--- src/rtl/serv_csr_pkg.sv ---
// Shared constants for the SERV machine-mode CSR / interrupt unit.
package serv_csr_pkg;

  // i_csr_source encodings
  localparam logic [1:0] CSR_SOURCE_CSR = 2'b00;
  localparam logic [1:0] CSR_SOURCE_EXT = 2'b01;
  localparam logic [1:0] CSR_SOURCE_SET = 2'b10;
  localparam logic [1:0] CSR_SOURCE_CLR = 2'b11;

  // Interrupt cause codes
  localparam logic [4:0] MCAUSE_MSI       = 5'd3;
  localparam logic [4:0] MCAUSE_MTI       = 5'd7;
  localparam logic [4:0] MCAUSE_MEI       = 5'd11;
  localparam logic [4:0] MCAUSE_PIRQ_BASE = 5'd16;

  // Exception cause codes
  localparam logic [4:0] EXC_JUMP_MISALIGN  = 5'd0;
  localparam logic [4:0] EXC_BREAKPOINT     = 5'd3;
  localparam logic [4:0] EXC_LOAD_MISALIGN  = 5'd4;
  localparam logic [4:0] EXC_STORE_MISALIGN = 5'd6;
  localparam logic [4:0] EXC_ECALL_M        = 5'd11;

  // Bit positions inside the 32-bit CSR views
  localparam int unsigned BIT_MIE       = 3;
  localparam int unsigned BIT_MPIE      = 7;
  localparam int unsigned BIT_MPP_LO    = 11;
  localparam int unsigned BIT_MPP_HI    = 12;
  localparam int unsigned BIT_MSI       = 3;
  localparam int unsigned BIT_MTI       = 7;
  localparam int unsigned BIT_MEI       = 11;
  localparam int unsigned BIT_PIRQ_BASE = 16;
  localparam int unsigned BIT_INTR      = 31;

  // Exception class decode, same priority as the existing decoder outputs.
  function automatic logic [4:0] exc_code(input logic e_op, input logic ebreak,
                                          input logic mem_op, input logic mem_cmd);
    if (e_op) begin
      return ebreak ? EXC_BREAKPOINT : EXC_ECALL_M;
    end else if (mem_op) begin
      return mem_cmd ? EXC_STORE_MISALIGN : EXC_LOAD_MISALIGN;
    end else begin
      return EXC_JUMP_MISALIGN;
    end
  endfunction

endpackage

--- src/rtl/serv_irq_arb.sv ---
// Fixed-priority interrupt arbiter: MEI > MSI > MTI > PIRQ[0] .. PIRQ[N-1].
module serv_irq_arb
  import serv_csr_pkg::*;
#(
  parameter int unsigned NUM_IRQ = 4,
  localparam int unsigned PW = (NUM_IRQ > 0) ? NUM_IRQ : 1
) (
  input  logic          meip,
  input  logic          msip,
  input  logic          mtip,
  input  logic [PW-1:0] pirq,
  input  logic          meie,
  input  logic          msie,
  input  logic          mtie,
  input  logic [PW-1:0] pie,
  output logic          valid,
  output logic [4:0]    code
);

  logic       pirq_hit;
  logic [4:0] pirq_code;

  // Lowest-numbered eligible platform line wins among the platform interrupts.
  always_comb begin
    pirq_hit  = 1'b0;
    pirq_code = '0;
    for (int k = 0; k < int'(NUM_IRQ); k++) begin
      if (!pirq_hit && pirq[k] && pie[k]) begin
        pirq_hit  = 1'b1;
        pirq_code = MCAUSE_PIRQ_BASE + 5'(k);
      end
    end
  end

  // Priority select between standard and platform sources.
  always_comb begin
    valid = 1'b1;
    code  = MCAUSE_MEI;
    if (meip && meie) begin
      code = MCAUSE_MEI;
    end else if (msip && msie) begin
      code = MCAUSE_MSI;
    end else if (mtip && mtie) begin
      code = MCAUSE_MTI;
    end else if (pirq_hit) begin
      code = pirq_code;
    end else begin
      valid = 1'b0;
      code  = '0;
    end
  end

endmodule

--- src/rtl/serv_csr_irqx.sv ---
// Machine-mode CSR and interrupt unit for SERV, streaming W bits per cycle LSB-first.
module serv_csr_irqx
  import serv_csr_pkg::*;
#(
  parameter int unsigned W              = 1,
  parameter int unsigned NUM_IRQ        = 4,
  parameter string       RESET_STRATEGY = "MINI",
  localparam int unsigned PW = (NUM_IRQ > 0) ? NUM_IRQ : 1
) (
  input  logic          i_clk,
  input  logic          i_rst,
  input  logic          i_en,
  input  logic [4:0]    i_pos,
  input  logic          i_cnt_done,
  input  logic          i_trig_irq,
  input  logic          i_mtip,
  input  logic          i_msip,
  input  logic          i_meip,
  input  logic [PW-1:0] i_pirq,
  input  logic          i_trap,
  input  logic          i_mret,
  input  logic          i_e_op,
  input  logic          i_ebreak,
  input  logic          i_mem_op,
  input  logic          i_mem_cmd,
  input  logic          i_mstatus_en,
  input  logic          i_mie_en,
  input  logic          i_mip_en,
  input  logic          i_mcause_en,
  input  logic [1:0]    i_csr_source,
  input  logic          i_csr_d_sel,
  input  logic [W-1:0]  i_csr_imm,
  input  logic [W-1:0]  i_rs1,
  input  logic [W-1:0]  i_rf_csr_out,
  output logic [W-1:0]  o_q,
  output logic [W-1:0]  o_csr_in,
  output logic          o_new_irq
);

  localparam bit DoReset = (RESET_STRATEGY != "NONE");

  logic          rst;
  logic          trap_done;
  logic          mstatus_mie_q, mstatus_mie_d, mstatus_mpie_q, mstatus_mpie_d;
  logic          mie_msie_q, mie_msie_d, mie_mtie_q, mie_mtie_d, mie_meie_q, mie_meie_d;
  logic [PW-1:0] mie_pie_q, mie_pie_d;
  logic [4:0]    mcause_code_q, mcause_code_d;
  logic          mcause_intr_q, mcause_intr_d;
  logic          irq_r_q, irq_r_d, new_irq_q, new_irq_d;
  logic [4:0]    irq_code_q, irq_code_d;
  logic          arb_valid, irq;
  logic [4:0]    arb_code;
  logic [31:0]   mstatus_view, mie_view, mip_view, mcause_view, csr_view;
  logic [31:0]   wr_val, wr_mask;
  logic [W-1:0]  q, d, csr_in;
  logic          unused_wr;

  assign rst       = DoReset && i_rst;
  assign trap_done = i_trap && i_cnt_done;
  assign irq       = arb_valid && mstatus_mie_q;
  assign o_q       = q;
  assign o_csr_in  = csr_in;
  assign o_new_irq = new_irq_q;
  // Only a few positions of the write word land in registers.
  assign unused_wr = ^{wr_val, wr_mask};

  serv_irq_arb #(
    .NUM_IRQ(NUM_IRQ)
  ) u_arb (
    .meip (i_meip),
    .msip (i_msip),
    .mtip (i_mtip),
    .pirq (i_pirq),
    .meie (mie_meie_q),
    .msie (mie_msie_q),
    .mtie (mie_mtie_q),
    .pie  (mie_pie_q),
    .valid(arb_valid),
    .code (arb_code)
  );

  // Build 32-bit virtual CSR views, pick the selected one and extract the current slice.
  always_comb begin
    mstatus_view                        = '0;
    mstatus_view[BIT_MIE]               = mstatus_mie_q;
    mstatus_view[BIT_MPIE]              = mstatus_mpie_q;
    mstatus_view[BIT_MPP_HI:BIT_MPP_LO] = 2'b11;
    mie_view          = '0;
    mie_view[BIT_MSI] = mie_msie_q;
    mie_view[BIT_MTI] = mie_mtie_q;
    mie_view[BIT_MEI] = mie_meie_q;
    mip_view          = '0;
    mip_view[BIT_MSI] = i_msip;
    mip_view[BIT_MTI] = i_mtip;
    mip_view[BIT_MEI] = i_meip;
    for (int k = 0; k < int'(NUM_IRQ); k++) begin
      mie_view[BIT_PIRQ_BASE+k] = mie_pie_q[k];
      mip_view[BIT_PIRQ_BASE+k] = i_pirq[k];
    end
    mcause_view = {mcause_intr_q, 26'd0, mcause_code_q};
    csr_view = ({32{i_mstatus_en}} & mstatus_view) | ({32{i_mie_en}} & mie_view) |
               ({32{i_mip_en}} & mip_view) | ({32{i_mcause_en}} & mcause_view);
    q = csr_view[i_pos +: W] | i_rf_csr_out;
    d = i_csr_d_sel ? i_csr_imm : i_rs1;
    unique case (i_csr_source)
      CSR_SOURCE_EXT: csr_in = d;
      CSR_SOURCE_SET: csr_in = q | d;
      CSR_SOURCE_CLR: csr_in = q & ~d;
      CSR_SOURCE_CSR: csr_in = q;
    endcase
    wr_val  = 32'(csr_in) << i_pos;
    wr_mask = 32'({W{1'b1}}) << i_pos;
  end

  // Next state: CSR slice writes first, then trap/mret/trigger override.
  always_comb begin
    mstatus_mie_d  = mstatus_mie_q;
    mstatus_mpie_d = mstatus_mpie_q;
    mie_msie_d     = mie_msie_q;
    mie_mtie_d     = mie_mtie_q;
    mie_meie_d     = mie_meie_q;
    mie_pie_d      = mie_pie_q;
    mcause_code_d  = mcause_code_q;
    mcause_intr_d  = mcause_intr_q;
    irq_r_d        = irq_r_q;
    new_irq_d      = new_irq_q;
    irq_code_d     = irq_code_q;

    if (i_en && i_mstatus_en) begin
      if (wr_mask[BIT_MIE])  mstatus_mie_d  = wr_val[BIT_MIE];
      if (wr_mask[BIT_MPIE]) mstatus_mpie_d = wr_val[BIT_MPIE];
    end
    if (i_en && i_mie_en) begin
      if (wr_mask[BIT_MSI]) mie_msie_d = wr_val[BIT_MSI];
      if (wr_mask[BIT_MTI]) mie_mtie_d = wr_val[BIT_MTI];
      if (wr_mask[BIT_MEI]) mie_meie_d = wr_val[BIT_MEI];
      for (int k = 0; k < int'(NUM_IRQ); k++) begin
        if (wr_mask[BIT_PIRQ_BASE+k]) mie_pie_d[k] = wr_val[BIT_PIRQ_BASE+k];
      end
    end
    if (i_en && i_mcause_en) begin
      for (int b = 0; b < 5; b++) begin
        if (wr_mask[b]) mcause_code_d[b] = wr_val[b];
      end
      if (wr_mask[BIT_INTR]) mcause_intr_d = wr_val[BIT_INTR];
    end

    if (trap_done) begin
      mstatus_mpie_d = mstatus_mie_q;
      mstatus_mie_d  = 1'b0;
      mcause_intr_d  = new_irq_q;
      mcause_code_d  = new_irq_q ? irq_code_q : exc_code(i_e_op, i_ebreak, i_mem_op, i_mem_cmd);
    end else if (i_mret) begin
      mstatus_mie_d  = mstatus_mpie_q;
      mstatus_mpie_d = 1'b1;
    end

    // Edge-detect so a held level produces a single new_irq.
    if (i_trig_irq) begin
      irq_r_d    = irq;
      new_irq_d  = irq && !irq_r_q;
      irq_code_d = arb_code;
    end
  end

  // Control state with synchronous reset.
  always_ff @(posedge i_clk) begin
    if (rst) begin
      mstatus_mie_q  <= 1'b0;
      mstatus_mpie_q <= 1'b0;
      mie_msie_q     <= 1'b0;
      mie_mtie_q     <= 1'b0;
      mie_meie_q     <= 1'b0;
      mie_pie_q      <= '0;
      irq_r_q        <= 1'b0;
      new_irq_q      <= 1'b0;
    end else begin
      mstatus_mie_q  <= mstatus_mie_d;
      mstatus_mpie_q <= mstatus_mpie_d;
      mie_msie_q     <= mie_msie_d;
      mie_mtie_q     <= mie_mtie_d;
      mie_meie_q     <= mie_meie_d;
      mie_pie_q      <= mie_pie_d;
      irq_r_q        <= irq_r_d;
      new_irq_q      <= new_irq_d;
    end
  end

  // Cause state, never reset.
  always_ff @(posedge i_clk) begin
    mcause_code_q <= mcause_code_d;
    mcause_intr_q <= mcause_intr_d;
    irq_code_q    <= irq_code_d;
  end

endmodule

--- config.mk ---
export PLATFORM = sky130hd
export DESIGN_NAME = serv_csr_irqx
export DESIGN_NICKNAME = d
export VERILOG_FILES = /design/src/rtl/serv_csr_pkg.sv /design/src/rtl/serv_irq_arb.sv /design/src/rtl/serv_csr_irqx.sv
export SDC_FILE = /design/constraint.sdc
export NUM_CORES = 1
export LEC_CHECK = 0
export BUFFER_PORTS_ARGS = -buffer_cell sky130_fd_sc_hd__buf_4
export CAP_MARGIN = 15
export CORE_ASPECT_RATIO = 1.75
export CORE_MARGIN = 4
export CORE_UTILIZATION = 55
export CTS_CLUSTER_DIAMETER = 50
export DETAILED_ROUTE_END_ITERATION = 6
export GPL_TIMING_DRIVEN = 0
export HOLD_SLACK_MARGIN = 0.15
export PLACE_DENSITY = 0.92
export SYNTH_ARGS = -nofsm -noshare
export SYNTH_HDL_FRONTEND = slang
export SYNTH_HIERARCHICAL = 1
export SYNTH_SLANG_ARGS = --single-unit
--- constraint.sdc ---
create_clock -name i_clk -period 5.1 [get_ports i_clk]
set_input_delay 1.53 -clock i_clk [delete_from_list [all_inputs] [get_ports i_clk]]
set_output_delay 1.53 -clock i_clk [all_outputs]
set_load 0.05 [all_outputs]
==> metrics.cfg, run 1 <==
[run_status]
status = finished clean

[synth]
yosysWarnings = 6
synth_area_leaders = edfxtp_1, dfxtp_1, nand2_1
synthTopCellsByCount = nand2_1, nor2_1, dfxtp_1, edfxtp_1, nand3_1
syn_inst = 182
avgSynthCellArea_um2 = 8.669
ys_seq_area_share_pct = 34.89
ys_ff_latch = 22
synth_edf_count = 11
netlist_area_um2 = 1578
async_reset_ff_share_pct = 0
yosysTopAreaCellShare_pct = 20.94
synth.most_common_cell = nand2_1
syn_nets = 215
yosys.area.top_type = edfxtp_1
synthFlopType = edfxtp_1
ys_types = 56

[critical_path]
cpPeakStageDelay_ps = 510
cp.required_ps = 3570
slowest_stage = or4b_1
cp.arrival_ps = 3330
critPathKind = in2out
cp_max_fo = 10
startpoint_type = input port
path_cells = buf_4 -> nor2b_1 -> a32oi_1 -> or4b_1 -> and4bb_1 -> buf_6 -> buf_6 -> nor2_1 -> buf_4
critPathCaptureType = output port

[cts]
clock_latency_ps = 270
clk_pin_slew_ps = 80
cts_buffers = 3
clock_path_buffers = 2
htreeDepth = 1
cts_hold_buf = 0
cts_root_buf = clkbuf_8
clkSinkCount = 22
cts_tree = done
postCtsResizedCells = 0
post-cts-setup-buffers = 0

[drt]
drt_iter0_drc = 109
ant_nets = 0
routed_wl_um = 4418
avgRoutedWirePerCell_um = 18.18
firstDrtPassIters = 6
dr_total_vias = 1647
routed_via_density = 6.778
drc = 0

[floorplan]
die_area_um2 = 3823
dieHeight_um = 78.85
fp.dieW_um = 48.49
start_util_pct = 57.98
core_um2 = 2721
ios = 36
rows = 25

[sta]
fin_tns_setup_ps = 0
fin_crit_sh_pct = 95.37
fmax_mhz = 205.6
rsz0062_at_grt = no
tightest_slew_ps = 885.6
fin_crit_ps = 4864
final_max_slew_viol_count = 0
setup_viol = 0
finClkSkew_ps = 2.092
hold_slack_ps = 473.5
hold_viol_final = 0
slew_headroom_pct = 40.42

[global_route]
grt_max_degree = 14
antenna_found_initial = 0
grtUsageTotal_pct = 23.40
grt_pass1_vias = 1581
grt_overflow_total = 0
grt_pass1_wl_um = 7251

[run]
maxCapViolations = 0

[final_layout]
layout.nets = 250
fin_cells = 243
final_area_um2 = 1908
fill_cells = 219
layout-drive-gt1-share_pct = 25.46
antenna_cells = 0
ff_latch_area_um2 = 550.5
area_delta_synth_final_pct = 20.94
multi_input_area_um2 = 940.9

[pwr]
power.share.switching_pct = 26.36
p_leak_nw = 0.6882
vdd_ir_drop_max_mv = 0.2101
powerDensity_nw_per_um2 = 239.4
p_comb_share_pct = 20.9
seqPwrFrac_pct = 42.6
power.internal_mw = 0.3363
power_frac_clock_pct = 36.5
switchingPower_mw = 0.1204

[placement]
dpl.hpwl_um = 3382
io_buffers = 30
gp_congestion = 0.9375
placedInstanceArea_um2 = 1837
dp.cells = 239

[hold_path]
hold_path.class = reg2reg

==> layer usage <==
metal  vias to the layer above  global-route usage, %  share of wire, %
met1                       774                  28.00                37
met5                         -                      0                 0
met3                        17                  3.377               6.6
li1                        776                      -                 -
met2                        80                  40.18                53
met4                         0                  11.32               3.9
==> cell type report <==
type / instances / share of cell area [%]
Sequential cell: 22 / 28.85
Tap cell: 27 / 1.770
Clock inverter: 1 / 1.574
Buffer: 14 / 4.328
Clock buffer: 3 / 2.164
Inverter: 1 / 0.1967
Timing Repair Buffer: 30 / 11.80
Multi-Input combinational cell: 145 / 49.31
==> power groups by stage <==
stage / Clock, mW / Sequential [mW] / Combinational [mW]
after floorplan: 0 / 0.197 / 0.0551
after global placement: 0 / 0.198 / 0.0924
after detailed placement: 0 / 0.199 / 0.0937
after CTS: 0.167 / 0.194 / 0.0945
after global routing: 0.174 / 0.195 / 0.104
final: 0.167 / 0.194 / 0.0956
==> flip-flops by register name, summed over array words and instances (netlist names) <==
signal          cells
mie_pie_q           4
mie_mtie_q          1
o_new_irq           1
mstatus_mpie_q      1
mcause_intr_q       1
mstatus_mie_q       1
irq_r_q             1
mcause_code_q       5
mie_meie_q          1
mie_msie_q          1
irq_code_q          5
==> placed cells by master, fill, tap and decap left out, types with 2 or more instances in the layout <==
| cell | instances |
|---|---|
| a21oi_1 | 7 |
| a221oi_1 | 2 |
| a221oi_2 | 2 |
| a22o_1 | 2 |
| a22oi_1 | 4 |
| a32oi_1 | 2 |
| and2_1 | 2 |
| buf_2 | 3 |
| buf_4 | 31 |
| buf_6 | 3 |
| clkbuf_1 | 6 |
| clkbuf_8 | 3 |
| dfxtp_1 | 11 |
| edfxtp_1 | 11 |
| mux2i_1 | 3 |
| nand2_1 | 24 |
| nand2b_1 | 4 |
| nand3_1 | 11 |
| nand3b_1 | 7 |
| nand4_1 | 2 |
| nor2_1 | 12 |
| nor2b_1 | 2 |
| nor3_1 | 5 |
| nor3b_1 | 2 |
| o21ai_0 | 8 |
| o22ai_1 | 3 |
| o31ai_1 | 2 |
| o41ai_1 | 7 |
| o41ai_2 | 2 |
| or2_2 | 3 |
| or3_1 | 3 |
==> metrics by stage <==
step / setup WS, ps / util, % / power [mW]
floorplan: 88.73 / - / 0.2523
global placement: 228.1 / 67.49 / 0.2908
detailed placement: 261.1 / 67.49 / 0.2923
CTS: 246.2 / 70.11 / 0.4556
global route: 151.9 / 70.11 / 0.4731
finish: 236.0 / 70.11 / 0.4567
==> cell families (layout without fill, tap and decap cells) <==
logic type / after synthesis / in the layout / synth area share (%)
and+or+nand+nor: 87 / 87 / 29.50
AOI/OAI and AO/OA: 54 / 54 / 27.68
DFF: 22 / 22 / 34.89
buffers and inverters: 15 / 49 / 5.471
muxes: 3 / 3 / 1.903
xor gates and xnor gates: 1 / 1 / 0.5552
==> critical path, delay by kind of cell <==
family                 cells  cell delay [ps]
AOI/OAI and AO/OA          1              170
buffers and inverters      4              620
and+or+nand+nor            4             1020
==> worst paths after layout <==
check | from | to | depth (start not counted) | slack, ps
setup / recovery | i_pos[1] | o_csr_in | 9 | 240
hold / removal | irq_r_q | irq_r_q | 2 | 470
setup reg to reg | mie_pie_q[2] | mcause_intr_q | 7 | 2900
hold reg to reg | irq_r_q | irq_r_q | 2 | 470
(Power assumes the default switching activity.)
==> run 2, diff against run 1 <==
--- a/config.mk
+++ b/config.mk
@@ -14,7 +14,7 @@
 export DETAILED_ROUTE_END_ITERATION = 6
 export GPL_TIMING_DRIVEN = 0
 export HOLD_SLACK_MARGIN = 0.15
-export PLACE_DENSITY = 0.92
+export PLACE_DENSITY = 0.81
 export SYNTH_ARGS = -nofsm -noshare
 export SYNTH_HDL_FRONTEND = slang
 export SYNTH_HIERARCHICAL = 1
==> run 2 against run 1 <==
Global-route usage grew 1.6 points; setup slack got worse by 63 ps; final cell count unchanged; die area stayed put; register-to-register slack got worse by 30 ps; clock skew is 0.54 ps lower; wire length up 3.6%; clock-buffer cell count is the same; clock power down 3%; critical path depth did not move; critical path type unchanged.
==> metrics.cfg, run 2 (synthesized netlist as in run 1, its figures left out) <==
[run_status]
status = finished clean

[sta]
fin_crit_ps = 4927  ; +63.16 ps
slew_headroom_pct = 39.91  ; -0.51 points
fmax_mhz = 203.0  ; -1.3%
final_max_slew_viol_count = 0  ; unchanged
hold_viol_final = 0  ; unchanged
tightest_slew_ps = 893.2  ; +7.573 ps
rsz0062_at_grt = no
fin_crit_sh_pct = 96.61  ; +1.2 points
finClkSkew_ps = 1.556  ; -0.5356 ps
setup_viol = 0  ; unchanged
fin_tns_setup_ps = 0  ; unchanged

[critical_path]
cp_max_fo = 10  ; unchanged
cp.arrival_ps = 3400  ; +70 ps
startpoint_type = input port
critPathCaptureType = output port
reg2reg_slack_ps = 2870  ; -30 ps
critPathKind = in2out
cp.required_ps = 3570  ; about the same

[final_layout]
largestRegisters = irq_code_q: 5 flops, mcause_code_q: 5 flops, mie_pie_q: 4 flops
final_area_um2 = 1908  ; unchanged
layout-drive-gt1-share_pct = 25.46  ; unchanged
fin_cells = 243  ; unchanged
final_cell_mix = buf_4, nand2_1, nor2_1
antenna_cells = 0  ; unchanged
final_util_pct = 70.11  ; unchanged
area_delta_synth_final_pct = 20.94  ; unchanged
fill_cells = 235  ; +7.3%
ff_latch_area_um2 = 550.5  ; unchanged
final_common_cell = buf_4
layout.nets = 250  ; unchanged
multi_input_area_um2 = 940.9  ; unchanged

[global_route]
grt_pass1_wl_um = 7803  ; +7.6%
grt_overflow_total = 0  ; unchanged
grt_max_degree = 14  ; unchanged
antenna_found_initial = 0  ; unchanged
grt_pass1_vias = 1647  ; +4.2%
grtUsageTotal_pct = 24.98  ; +1.6 points

[pwr]
p_leak_nw = 0.6882  ; unchanged
switchingPower_mw = 0.1163  ; -3.4%
vdd_ir_drop_max_mv = 0.3031  ; +44%
power.internal_mw = 0.3362  ; about the same
p_comb_share_pct = 21.2  ; +0.3 points
powerDensity_nw_per_um2 = 237.1  ; -0.93%
seqPwrFrac_pct = 43.0  ; +0.4 points
total_power_mw = 0.4525  ; -0.93%
power.share.switching_pct = 25.71  ; -0.66 points
power_frac_clock_pct = 35.8  ; -0.7 points

[floorplan]
start_util_pct = 57.98  ; unchanged
ios = 36  ; unchanged
dieHeight_um = 78.85  ; unchanged
rows = 25  ; unchanged
fp.dieW_um = 48.49  ; unchanged
die_area_um2 = 3823  ; unchanged
core_um2 = 2721  ; unchanged

[drt]
routed_via_density = 6.700  ; -1.2%
dr_total_vias = 1628  ; -1.2%
drc = 0  ; unchanged
firstDrtPassIters = 4  ; -2
ant_nets = 0  ; unchanged
drt_iter0_drc = 95  ; -13%
routed_wl_um = 4576  ; +3.6%
avgRoutedWirePerCell_um = 18.83  ; +3.6%

[placement]
gp_congestion = 0.9344  ; -0.33%
io_buffers = 30  ; unchanged
placedInstanceArea_um2 = 1837  ; unchanged
dpl.hpwl_um = 3699  ; +9.4%
dp.cells = 239  ; unchanged

[cts]
htreeDepth = 1  ; unchanged
clock_path_buffers = 2  ; unchanged
post-cts-setup-buffers = 0  ; unchanged
cts_root_buf = clkbuf_8
clkSinkCount = 22  ; unchanged
cts_buffers = 3  ; unchanged
clock_latency_ps = 260  ; about the same
clk_pin_slew_ps = 80  ; about the same
cts_tree = done
cts_hold_buf = 0  ; unchanged
postCtsResizedCells = 0  ; unchanged

[hold_path]
hold_path.class = reg2reg

[run]
maxCapViolations = 0  ; unchanged

## run 2: cell counts in the layout (fill, tap and decap cells not counted)
Identical to the previous run, type by type.
## run 2: power groups by stage
| stage | registers (mW) | logic (mW) | clock network [mW] |
|---|---|---|---|
| 3_3_place_gp | 0.199 | 0.0918 | 0 |
| 3_5_place_dp | 0.199 | 0.0946 | 0 |
| 4_1_cts | 0.195 | 0.0949 | 0.165 |
| 2_1_floorplan | 0.197 | 0.0551 | 0 |
| 6_report | 0.195 | 0.0960 | 0.162 |
| 5_1_grt | 0.195 | 0.104 | 0.176 |
## run 2: area by class of cell
type / instances / share of cell area, %
well taps: 27 / 1.770
multi-input cells: 145 / 49.31
flip-flops and latches: 22 / 28.85
plain buffers: 14 / 4.328
repair buffers: 30 / 11.80
inverters: 1 / 0.1967
clock inverters: 1 / 1.574
clock buffers: 3 / 2.164
## run 2: path summary, 6_finish.rpt
check / startpoint / to / cells past startpoint
setup / recovery: i_pos[1] / o_csr_in / 9
hold / removal: irq_r_q / irq_r_q / 2
setup reg to reg: mie_pie_q[2] / mcause_code_q[3] / 7
hold reg to reg: irq_r_q / irq_r_q / 2
## run 2: metrics by stage
| stage | setup slack [ps] | hold WS (ps) |
|---|---|---|
| after floorplan | 88.73 | 444.3 |
| after global placement | 221.2 | 454.3 |
| after detailed placement | 205.0 | 473.8 |
| after CTS | 191.0 | 485.6 |
| after global routing | 127.9 | 539.7 |
| final | 172.9 | 480.3 |
## run 2: worst max-delay path: stages
cell      delay, ps
buf_4           140
nor2b_1         200
a32oi_1         190
or4b_1          510
and4bb_1        250
buf_6           140
buf_6           140
nor2_1           80
buf_4           210
## run 2: routing by layer
metal	vias to the layer above	routed length, µm	global-route usage, %
met5	-	0	0
met4	0	58	8.086
met3	10	265	3.565
met2	76	2546	45.42
met1	767	1705	29.43
li1	775	-	-
